### src/rtl/speed_led_pkg.sv
// speed_led_pkg
// Shared types and default sizing for the speed LED bar-graph driver.
//   state_e            : bar FSM state encoding
//   DEF_*              : default parameter values used by speed_bar_led
package speed_led_pkg;

  typedef enum logic [1:0] {
    IDLE      = 2'd0,
    RAMP_UP   = 2'd1,
    RAMP_DOWN = 2'd2,
    HOLD      = 2'd3
  } state_e;

  localparam int DEF_LED_N       = 8;
  localparam int DEF_SEL_W       = 3;
  localparam int DEF_LVL_W       = 4;
  localparam int DEF_BLINK_TICKS = 4;
  localparam int DEF_PEAK_TICKS  = 16;

endpackage : speed_led_pkg

### src/rtl/therm_enc.sv
// therm_enc
// Combinational level decoder.
//   lvl_i  [LVL_W-1:0] : level 0..LED_N
//   bits_o [LED_N-1:0] : ONE_HOT=0 -> low lvl_i bits set (thermometer)
//                        ONE_HOT=1 -> only bit lvl_i-1 set (none when lvl_i=0)
module therm_enc #(
  parameter int LED_N   = 8,
  parameter int LVL_W   = 4,
  parameter bit ONE_HOT = 1'b0
) (
  input  logic [LVL_W-1:0] lvl_i,
  output logic [LED_N-1:0] bits_o
);

  // Per-segment decode of the level.
  always_comb begin
    bits_o = '0;
    for (int i = 0; i < LED_N; i++) begin
      if (ONE_HOT) begin
        bits_o[i] = (lvl_i == LVL_W'(i + 1));
      end else begin
        bits_o[i] = (lvl_i > LVL_W'(i));
      end
    end
  end

endmodule : therm_enc

### src/rtl/speed_bar_led.sv
// speed_bar_led
// Speed-select to LED bar-graph driver. The bar walks toward the target
// min(sw+1, LED_N) one segment per tick; a full bar flashes with a
// half-period of BLINK_TICKS ticks.
// Optional build macro: PEAK_HOLD_EN adds a decaying peak-marker LED.
// Ports:
//   clk       : system clock
//   rst_n     : synchronous active-low reset
//   en        : display enable (0 clears the bar)
//   tick      : step strobe, one step per high cycle
//   sw        : speed-select code
//   led       : LED drive, bit0 = lowest segment (registered)
//   level     : current bar length 0..LED_N (registered)
//   at_target : level equals target while enabled (registered)
//   overspeed : level == LED_N (registered)
module speed_bar_led
  import speed_led_pkg::*;
#(
  parameter int LED_N       = DEF_LED_N,
  parameter int SEL_W       = DEF_SEL_W,
  parameter int LVL_W       = DEF_LVL_W,
  parameter int BLINK_TICKS = DEF_BLINK_TICKS,
  parameter int PEAK_TICKS  = DEF_PEAK_TICKS
) (
  input  logic             clk,
  input  logic             rst_n,
  input  logic             en,
  input  logic             tick,
  input  logic [SEL_W-1:0] sw,
  output logic [LED_N-1:0] led,
  output logic [LVL_W-1:0] level,
  output logic             at_target,
  output logic             overspeed
);

  localparam int CW = ((SEL_W > LVL_W) ? SEL_W : LVL_W) + 1;
  localparam int BW = (BLINK_TICKS > 1) ? $clog2(BLINK_TICKS) : 1;
  localparam logic [LVL_W-1:0] LVL_MAX = LVL_W'(LED_N);

  state_e           state_q, state_d;
  logic [LVL_W-1:0] level_q, level_d;
  logic [LED_N-1:0] led_q, led_d;
  logic             at_target_q, at_target_d;
  logic             overspeed_q, overspeed_d;
  logic             phase_q, phase_d;
  logic [BW-1:0]    blink_cnt_q, blink_cnt_d;

  logic [CW-1:0]    sw_inc_s;
  logic [LVL_W-1:0] tgt_s;
  logic [LED_N-1:0] bar_bits_s;
  logic [LED_N-1:0] mark_bits_s;

  // Saturating target; widened so sw+1 cannot wrap.
  always_comb begin
    sw_inc_s = CW'(sw) + CW'(1);
    if (sw_inc_s >= CW'(LED_N)) begin
      tgt_s = LVL_MAX;
    end else begin
      tgt_s = LVL_W'(sw_inc_s);
    end
  end

  // Bar FSM next-state and next-level.
  always_comb begin
    state_d = state_q;
    level_d = level_q;
    if (!en) begin
      state_d = IDLE;
      level_d = '0;
    end else begin
      case (state_q)
        IDLE: begin
          level_d = '0;
          state_d = RAMP_UP;
        end
        RAMP_UP: begin
          // A target that moved to or below the bar is handled before stepping.
          if (tgt_s == level_q) begin
            state_d = HOLD;
          end else if (tgt_s < level_q) begin
            state_d = RAMP_DOWN;
          end else if (tick) begin
            level_d = level_q + LVL_W'(1);
            if (level_q + LVL_W'(1) == tgt_s) begin
              state_d = HOLD;
            end else begin
              state_d = RAMP_UP;
            end
          end else begin
            state_d = RAMP_UP;
          end
        end
        RAMP_DOWN: begin
          if (tgt_s == level_q) begin
            state_d = HOLD;
          end else if (tgt_s > level_q) begin
            state_d = RAMP_UP;
          end else if (tick) begin
            level_d = level_q - LVL_W'(1);
            if (level_q - LVL_W'(1) == tgt_s) begin
              state_d = HOLD;
            end else begin
              state_d = RAMP_DOWN;
            end
          end else begin
            state_d = RAMP_DOWN;
          end
        end
        HOLD: begin
          if (tgt_s > level_q) begin
            state_d = RAMP_UP;
          end else if (tgt_s < level_q) begin
            state_d = RAMP_DOWN;
          end else begin
            state_d = HOLD;
          end
        end
        default: begin
          state_d = IDLE;
          level_d = '0;
        end
      endcase
    end
  end

  // Flash phase: only ticks seen while already full advance the counter.
  always_comb begin
    overspeed_d = (level_d == LVL_MAX);
    phase_d     = phase_q;
    blink_cnt_d = blink_cnt_q;
    if (!overspeed_d) begin
      phase_d     = 1'b1;
      blink_cnt_d = '0;
    end else if (overspeed_q && tick) begin
      if (blink_cnt_q == BW'(BLINK_TICKS - 1)) begin
        phase_d     = ~phase_q;
        blink_cnt_d = '0;
      end else begin
        blink_cnt_d = blink_cnt_q + BW'(1);
      end
    end else begin
      blink_cnt_d = blink_cnt_q;
    end
  end

  therm_enc #(
    .LED_N   (LED_N),
    .LVL_W   (LVL_W),
    .ONE_HOT (1'b0)
  ) u_bar_enc (
    .lvl_i  (level_d),
    .bits_o (bar_bits_s)
  );

`ifdef PEAK_HOLD_EN
  localparam int HW = $clog2(PEAK_TICKS + 1);

  logic [LVL_W-1:0] peak_q, peak_d;
  logic [HW-1:0]    hold_cnt_q, hold_cnt_d;

  // Peak tracker: raise instantly, hold PEAK_TICKS ticks, then decay to the bar.
  always_comb begin
    peak_d     = peak_q;
    hold_cnt_d = hold_cnt_q;
    if (!en) begin
      peak_d     = '0;
      hold_cnt_d = '0;
    end else if (level_d > peak_q) begin
      peak_d     = level_d;
      hold_cnt_d = '0;
    end else if (tick) begin
      if (hold_cnt_q != HW'(PEAK_TICKS)) begin
        hold_cnt_d = hold_cnt_q + HW'(1);
      end else if (peak_q > level_d) begin
        peak_d = peak_q - LVL_W'(1);
      end else begin
        peak_d = peak_q;
      end
    end else begin
      peak_d = peak_q;
    end
  end

  therm_enc #(
    .LED_N   (LED_N),
    .LVL_W   (LVL_W),
    .ONE_HOT (1'b1)
  ) u_peak_enc (
    .lvl_i  (peak_d),
    .bits_o (mark_bits_s)
  );

  // Peak register state.
  always_ff @(posedge clk) begin
    if (!rst_n) begin
      peak_q     <= '0;
      hold_cnt_q <= '0;
    end else begin
      peak_q     <= peak_d;
      hold_cnt_q <= hold_cnt_d;
    end
  end
`else
  assign mark_bits_s = '0;
`endif

  // Output composition; flash-off blanks bar and peak marker alike.
  always_comb begin
    at_target_d = (level_d == tgt_s) && en;
    if (phase_d) begin
      led_d = bar_bits_s | mark_bits_s;
    end else begin
      led_d = '0;
    end
  end

  // State and registered outputs.
  always_ff @(posedge clk) begin
    if (!rst_n) begin
      state_q     <= IDLE;
      level_q     <= '0;
      led_q       <= '0;
      at_target_q <= 1'b0;
      overspeed_q <= 1'b0;
      phase_q     <= 1'b1;
      blink_cnt_q <= '0;
    end else begin
      state_q     <= state_d;
      level_q     <= level_d;
      led_q       <= led_d;
      at_target_q <= at_target_d;
      overspeed_q <= overspeed_d;
      phase_q     <= phase_d;
      blink_cnt_q <= blink_cnt_d;
    end
  end

  assign led       = led_q;
  assign level     = level_q;
  assign at_target = at_target_q;
  assign overspeed = overspeed_q;

endmodule : speed_bar_led

### config.mk
export PLATFORM = sky130hd
export DESIGN_NAME = speed_bar_led
export DESIGN_NICKNAME = d
export VERILOG_FILES = /design/src/rtl/speed_led_pkg.sv /design/src/rtl/therm_enc.sv /design/src/rtl/speed_bar_led.sv
export SDC_FILE = /design/constraint.sdc
export NUM_CORES = 1
export LEC_CHECK = 0
export ABC_AREA = 1
export CAP_MARGIN = 20
export CORE_MARGIN = 3
export CORE_UTILIZATION = 40
export CTS_CLUSTER_DIAMETER = 80
export CTS_CLUSTER_SIZE = 30
export DETAILED_ROUTE_END_ITERATION = 8
export DONT_BUFFER_PORTS = 1
export HOLD_SLACK_MARGIN = 0.1
export PLACE_DENSITY = 0.57
export SYNTH_ARGS = -nofsm -noshare
export SYNTH_HDL_FRONTEND = slang
export SYNTH_HIERARCHICAL = 1
export SYNTH_SLANG_ARGS = --single-unit
### constraint.sdc
create_clock -name clk -period 5.2 [get_ports clk]
set_input_delay 1.04 -clock clk [delete_from_list [all_inputs] [get_ports clk]]
set_output_delay 1.04 -clock clk [all_outputs]
set_load 0.005 [all_outputs]
=== After elaboration in Yosys (flattened, before gate mapping) ===
Cells that the tools add are included.

* Add/sub/neg operators: 4
* Magnitude comparators: 11
* Equal/unequal tests: 9
* Mux-type cells: 24
* Bitwise gates (word level): 1
* Reduce and logical (&&, ||, !) cells: 6

{| class="wikitable"
|+ Operators with widths
! cell !! number
|-
| 2-to-1 mux 4 bit || 8
|-
| 2-to-1 mux 2 bit || 9
|-
| equality test 4 bit || 4
|-
| greater-than comparator 4 x 3 -> 1 bit, second input constant || 4
|-
| case mux 4 bit (3 select lines) || 1
|-
| greater-than comparator 4 x 1 -> 1 bit, second input constant || 2
|-
| greater-than comparator 4 x 2 -> 1 bit, second input constant || 2
|-
| case mux 2 bit (4 select lines) || 1
|-
| equality test 2 bit, second input constant || 3
|-
| AND reduction 2 bit || 3
|-
| 2-to-1 mux 1 bit || 5
|-
| adder 3 x 1 -> 4 bit, second input constant || 1
|-
| adder 4 x 1 -> 4 bit, second input constant || 1
|-
| equality test 4 bit, second input constant || 1
|-
| greater-or-equal comparator 4 bit, second input constant || 1
|-
| greater-than comparator 4 bit || 1
|-
| < comparator 4 bit || 1
|-
| subtractor 4 x 1 -> 4 bit, second input constant || 1
|-
| adder 2 x 1 -> 2 bit, second input constant || 1
|-
| equality test 2 x 1 -> 1 bit, second input constant || 1
|-
| logical AND 1 bit || 2
|-
| zero test 2 bit || 1
|-
| inverter 1 bit || 1
|}

* Register bits after elaboration: 19
* Input port bits: 7
* Output and inout bits: 14
* Word-level logic and storage cells: 62

=== Depth between registers and ports, before layout ===
* Depth after elaboration: 11
* Gate-level depth with buffers: 21
* Mapped depth without buffers: 21

=== By module ===
Netlist, hierarchy kept.

{| class="wikitable"
|+ By module, submodules not included
! module !! instances !! cells each !! area each (um^2) !! seq. area each (um^2)
|-
| speed_bar_led || 1 || 186 || 1350.0 || 380.4
|-
| therm_enc || 1 || 15 || 70.1 || 0.0
|}

=== Worst setup path after synthesis ===
No wires, ideal clock.

* Kind: input to register
* Start: input port sw[0]
* End: register led_q[6] (netlist: led[6])
* Library setup time: 0.063 ns
* Arrival time: 3.174 ns
* Required time: 5.137 ns
* Path slack: 1.963 ns
* Stages on the path: 18
* Path buffers: 0
* Cells stage by stage: ha_1 -> xor2_1 -> nand2_1 -> inv_1 -> ha_1 -> nand2_1 -> clkinv_1 -> nand4_4 -> nand4_1 -> nand2_1 -> nand2_1 -> nor2_1 -> nor2_1 -> nor2_2 -> nand2_1 -> o21ai_2 -> inv_1 -> nor2_2

* Elaborated cells between the ends (all ways): 16
* Classes of those cells: 1 x add/sub; 4 x order compare; 2 x eq/ne; 8 x mux; 1 x reduce/logical

{| class="wikitable"
|+ RTL lines
! item !! RTL line !! source
|-
| start: declaration || speed_bar_led.sv:29 || <nowiki>input logic [SEL_W-1:0] sw,</nowiki>
|-
| adder 3 x 1 -> 4 bit (*) || speed_bar_led.sv:55 || <nowiki>sw_inc_s = CW'(sw) + CW'(1);</nowiki>
|-
| greater-or-equal comparator 4 bit || speed_bar_led.sv:56 || <nowiki>if (sw_inc_s >= CW'(LED_N)) begin</nowiki>
|-
| 2-to-1 mux 4 bit (*) || speed_bar_led.sv:56 ||
|-
| greater-than comparator 4 bit or < comparator 4 bit (tied branches) || speed_bar_led.sv:96, speed_bar_led.sv:80 ||
|-
| 2-to-1 mux 4 bit, on equally long branches || speed_bar_led.sv:96, speed_bar_led.sv:80 ||
|-
| 2-to-1 mux 4 bit, on equally long branches || speed_bar_led.sv:94, speed_bar_led.sv:78 ||
|-
| case mux 4 bit (3 select lines) (*) || speed_bar_led.sv:71 || <nowiki>case (state_q)</nowiki>
|-
| 2-to-1 mux 4 bit (*) || speed_bar_led.sv:67 || <nowiki>if (!en) begin</nowiki>
|-
| net level_d[1] || speed_bar_led.sv:41 || <nowiki>logic [LVL_W-1:0] level_q, level_d;</nowiki>
|-
| greater-than comparator 4 x 3 -> 1 bit (*) || therm_enc.sv:22 || <nowiki>bits_o[i] = (lvl_i > LVL_W'(i));</nowiki>
|-
| net bar_bits_s[6] || speed_bar_led.sv:50 || <nowiki>logic [LED_N-1:0] bar_bits_s;</nowiki>
|-
| end signal: assignment || speed_bar_led.sv:230 || <nowiki>led_q <= led_d;</nowiki>
|-
| end: declaration || speed_bar_led.sv:42 || <nowiki>logic [LED_N-1:0] led_q, led_d;</nowiki>
|}

Mark *: on every way through the listed nets, which the timed path passes. The rest lies on a longest branch.
A chain may end at the register's enable or synchronous reset.

=== Final worst setup path ===
Ends and elaborated chain as after synthesis.

==> metrics.md <==
| Metric | Value |
|---|---|
| Number of global-route vias before repair | `about 1200` |
| Clock Latency Late Sink | `around 0.3 ns` |
| Post-place setup slack | `roughly 1.7 ns` |
| CTS tree | `built` |
| Synthesized area | `1420 um2` |
| Largest net degree at the start of global routing | `13` |
| Met3 GRT Util | `between 4 and 5%` |
| Synth-to-Final Area Change | `5.37%` |
| Max clock buf depth | `2` |
| Max Cap Violations | `0` |
| Avg Inst Size Synth | `just over 7 um2` |
| GPL Wtd Cong | `0.903` |
| I/O pin cnt | `21` |
| Initial DRC count | `between 40 and 50` |
| Yosys cell types | `29` |
| #FFs+latches synth | `19` |
| Setup Skew | `slightly below 0.006 ns` |
| Post-detail-place hpwl | `roughly 2.5 mm` |
| Row Count | `21` |
| Outcome | `finished, final reports clean` |
| Power per standard cell area | `approximately 200 nW/um2` |
| Initial antenna violation count | `0` |
| Final setup margin | `a little under 2 ns` |
| Synth Warn # | `6` |
| Post-CTS Setup Inserts | `0` |
| Final core area utilization | `44.1%` |
| Fin. max-slew vios | `0` |
| Root Driver | `clkbuf_4` |
| Via count | `1253` |
| Adder-cell area share of the yosys netlist | `around 6.2%` |
| Share of cells above drive strength 1 | `about 20%` |
| Worst Tran Pin Value | `~0.56 ns` |
| All-Layer GR Usage | `15.9%` |
| Final worst-path cycle share | `around 62%` |
| RSZ-0062 raised after global routing | `no` |
| Worst Setup End Kind | `register` |
| Number of clock sinks | `19` |
| Final setup TNS | `0 ns` |
| Synth Area in Simple Gates | `a little over two fifths` |
| Drt via density | `approximately 5.0` |
| Routed WL | `~3.2 mm` |
| Post-CTS Hold Fix Bufs | `0` |
| Minimum clock period | `roughly 3.2 ns` |
| WP data required | `around 5.5 ns` |
| First-pass GRT wire length | `5.38 mm` |
| Met2 Use GR | `around a quarter` |
| Initial Util | `between 40% and 50%` |
| Synth Area in Compound Gates | `8.28%` |
| I/O Buffers | `0` |
| Core area | `approximately 3400 um2` |
| Cts bufs inserted | `3` |
| M1 GR Usage | `20.2%` |
| Aggregate global routing overflow | `0` |
| DRC | `0` |
| Cts repair resizes | `0` |
| P_leak | `0.000711 uW` |
| H-tree levels | `1` |
| Post-synthesis xor/xnor area fraction | `6.17%` |
| Synthesized Nets | `215` |
| WS Path Type | `in -> reg` |
| Clock slew at reported path FFs | `between 0.1 and 0.15 ns` |
| Cells after synthesis | `around 200` |
| Die height | `about 66 um` |
| Final setup viols | `0` |
| Fmax | `308 MHz` |
| Most frequent cells in the layout | `nand2_1, inv_1, dfxtp_1` |
| Hold crit path type | `reg -> reg` |
| ANT nets after route | `0` |
| Post-synthesis mux area share | `0%` |
| Drt wl/cell | `between 10 and 15 um` |
| Worst slew margin | `between 60% and 70%` |
| Tot Pwr | `between 300 and 400 uW` |
| Die area | `4300 um2` |
| Fill count | `around 350` |
| Startpoint Class | `primary input` |
| Die Width | `roughly 66 um` |
| Diode count | `0` |
| Nets | `218` |
| Sequential-to-total area share from yosys stat | `between 20% and 30%` |
| Hold Vio Cnt, Final | `0` |
| Busiest grt layer | `met2` |
| Maximum vdd drop | `roughly 0.093 mV` |
| Initial DRT Pass Iterations | `4` |
| Arr. time, crit path | `roughly 3.5 ns` |
| Largest family of logic cells by synthesized area | `simple AND/OR/NAND/NOR gates` |
| Most common cell after layout, fill and taps aside | `nand2_1` |
| Worst Path Max Fanout | `8` |
## flip-flops by register name, summed over array words and instances, names as in the netlist
register / count
blink_cnt_q: 2
level: 4
phase_q: 1
at_target: 1
state_q: 2
overspeed: 1
led: 8
## path summary, 6_finish.rpt
kind	startpoint	end	slack, ns	depth (start not counted)
setup / recovery	sw[0]	led[6]$_SDFF_PN0_	1.96	18
hold / removal	blink_cnt_q[1]$_SDFFE_PN0P_	blink_cnt_q[1]$_SDFFE_PN0P_	0.49	2
setup reg to reg	level[3]$_SDFF_PN0_	led[6]$_SDFF_PN0_	2.53	15
hold reg to reg	blink_cnt_q[1]$_SDFFE_PN0P_	blink_cnt_q[1]$_SDFFE_PN0P_	0.49	2
## per-layer routing
layer | wire length, um | up-vias
li1 | - | 642
met1 | 1440 | 561
met2 | 1450 | 43
met3 | 220 | 7
met4 | 53 | 0
met5 | 0 | -
## area by class of cell
type	instances	area (um2)	area share, %
sequential	19	380	25.4
multi-input combinational	143	892	59.6
clock buffer	3	22.5	1.51
tap	46	57.6	3.85
inverter	37	139	9.28
clock inverter	1	5.00	0.334
## metrics by stage
stage / area [um2] / hold slack (ns) / std cells
after global routing: 1500 / 0.516 / 249
final: 1500 / 0.487 / 249
after detailed placement: 1470 / 0.470 / 245
after CTS: 1500 / 0.486 / 249
after global placement: 1470 / 0.450 / 245
after floorplan: 1420 / 0.441 / 201
## critical path, cell delays in order
cell	delay, ns
ha_1	0.20
xor2_1	0.16
nand2_1	0.11
inv_1	0.09
ha_1	0.27
nand2_1	0.13
clkinv_1	0.16
nand4_4	0.18
nand4_1	0.16
nand2_1	0.09
nand2_1	0.05
nor2_1	0.13
nor2_1	0.07
nor2_2	0.26
nand2_1	0.14
o21ai_2	0.12
inv_1	0.05
nor2_2	0.09
## kinds of logic after synthesis
family	count (synthesis)
AND/OR/NAND/NOR	106
flip-flops	19
AO/OA/AOI/OAI	20
XOR/XNOR	10
adder cells (fa/ha/maj)	7
buffers and inverters	39
## cells in the mapped netlist
cell       count  area share, %
a21oi_1        7            2.5
buf_2          1           0.35
xor2_1         7            4.3
nand3_4        1            1.2
a2111oi_0      1           0.62
inv_1         31            8.2
o21ai_2        2            1.2
o21ai_0        7            2.5
clkbuf_1       1           0.26
nand3_2        6            4.2
clkinv_1       1           0.26
nand4_4        1            1.5
a21oi_2        1           0.62
nand2_1       38             10
xnor2_1        3            1.9
ha_1           7            6.2
nor2_4         2            1.6
nor2_8         1            1.4
nand2_2        3            1.3
nor3_1         2           0.70
nand3_1       15            5.3
a31oi_1        2           0.88
nand2_4        4            3.2
inv_2          5            1.3
nand4_1        6            2.6
nor2_1        16            4.2
nor4_1         1           0.44
dfxtp_1       19             27
nor2_2        10            4.4
## report_power, final
group          leakage (uW)  switching [uW]  internal [uW]
Combinational      0.000540            49.0           25.0
Sequential         0.000154            3.45            148
Clock             0.0000177            48.4           28.7
Total              0.000711             101            202
No activity file was read; power rests on OpenSTA's default activity.
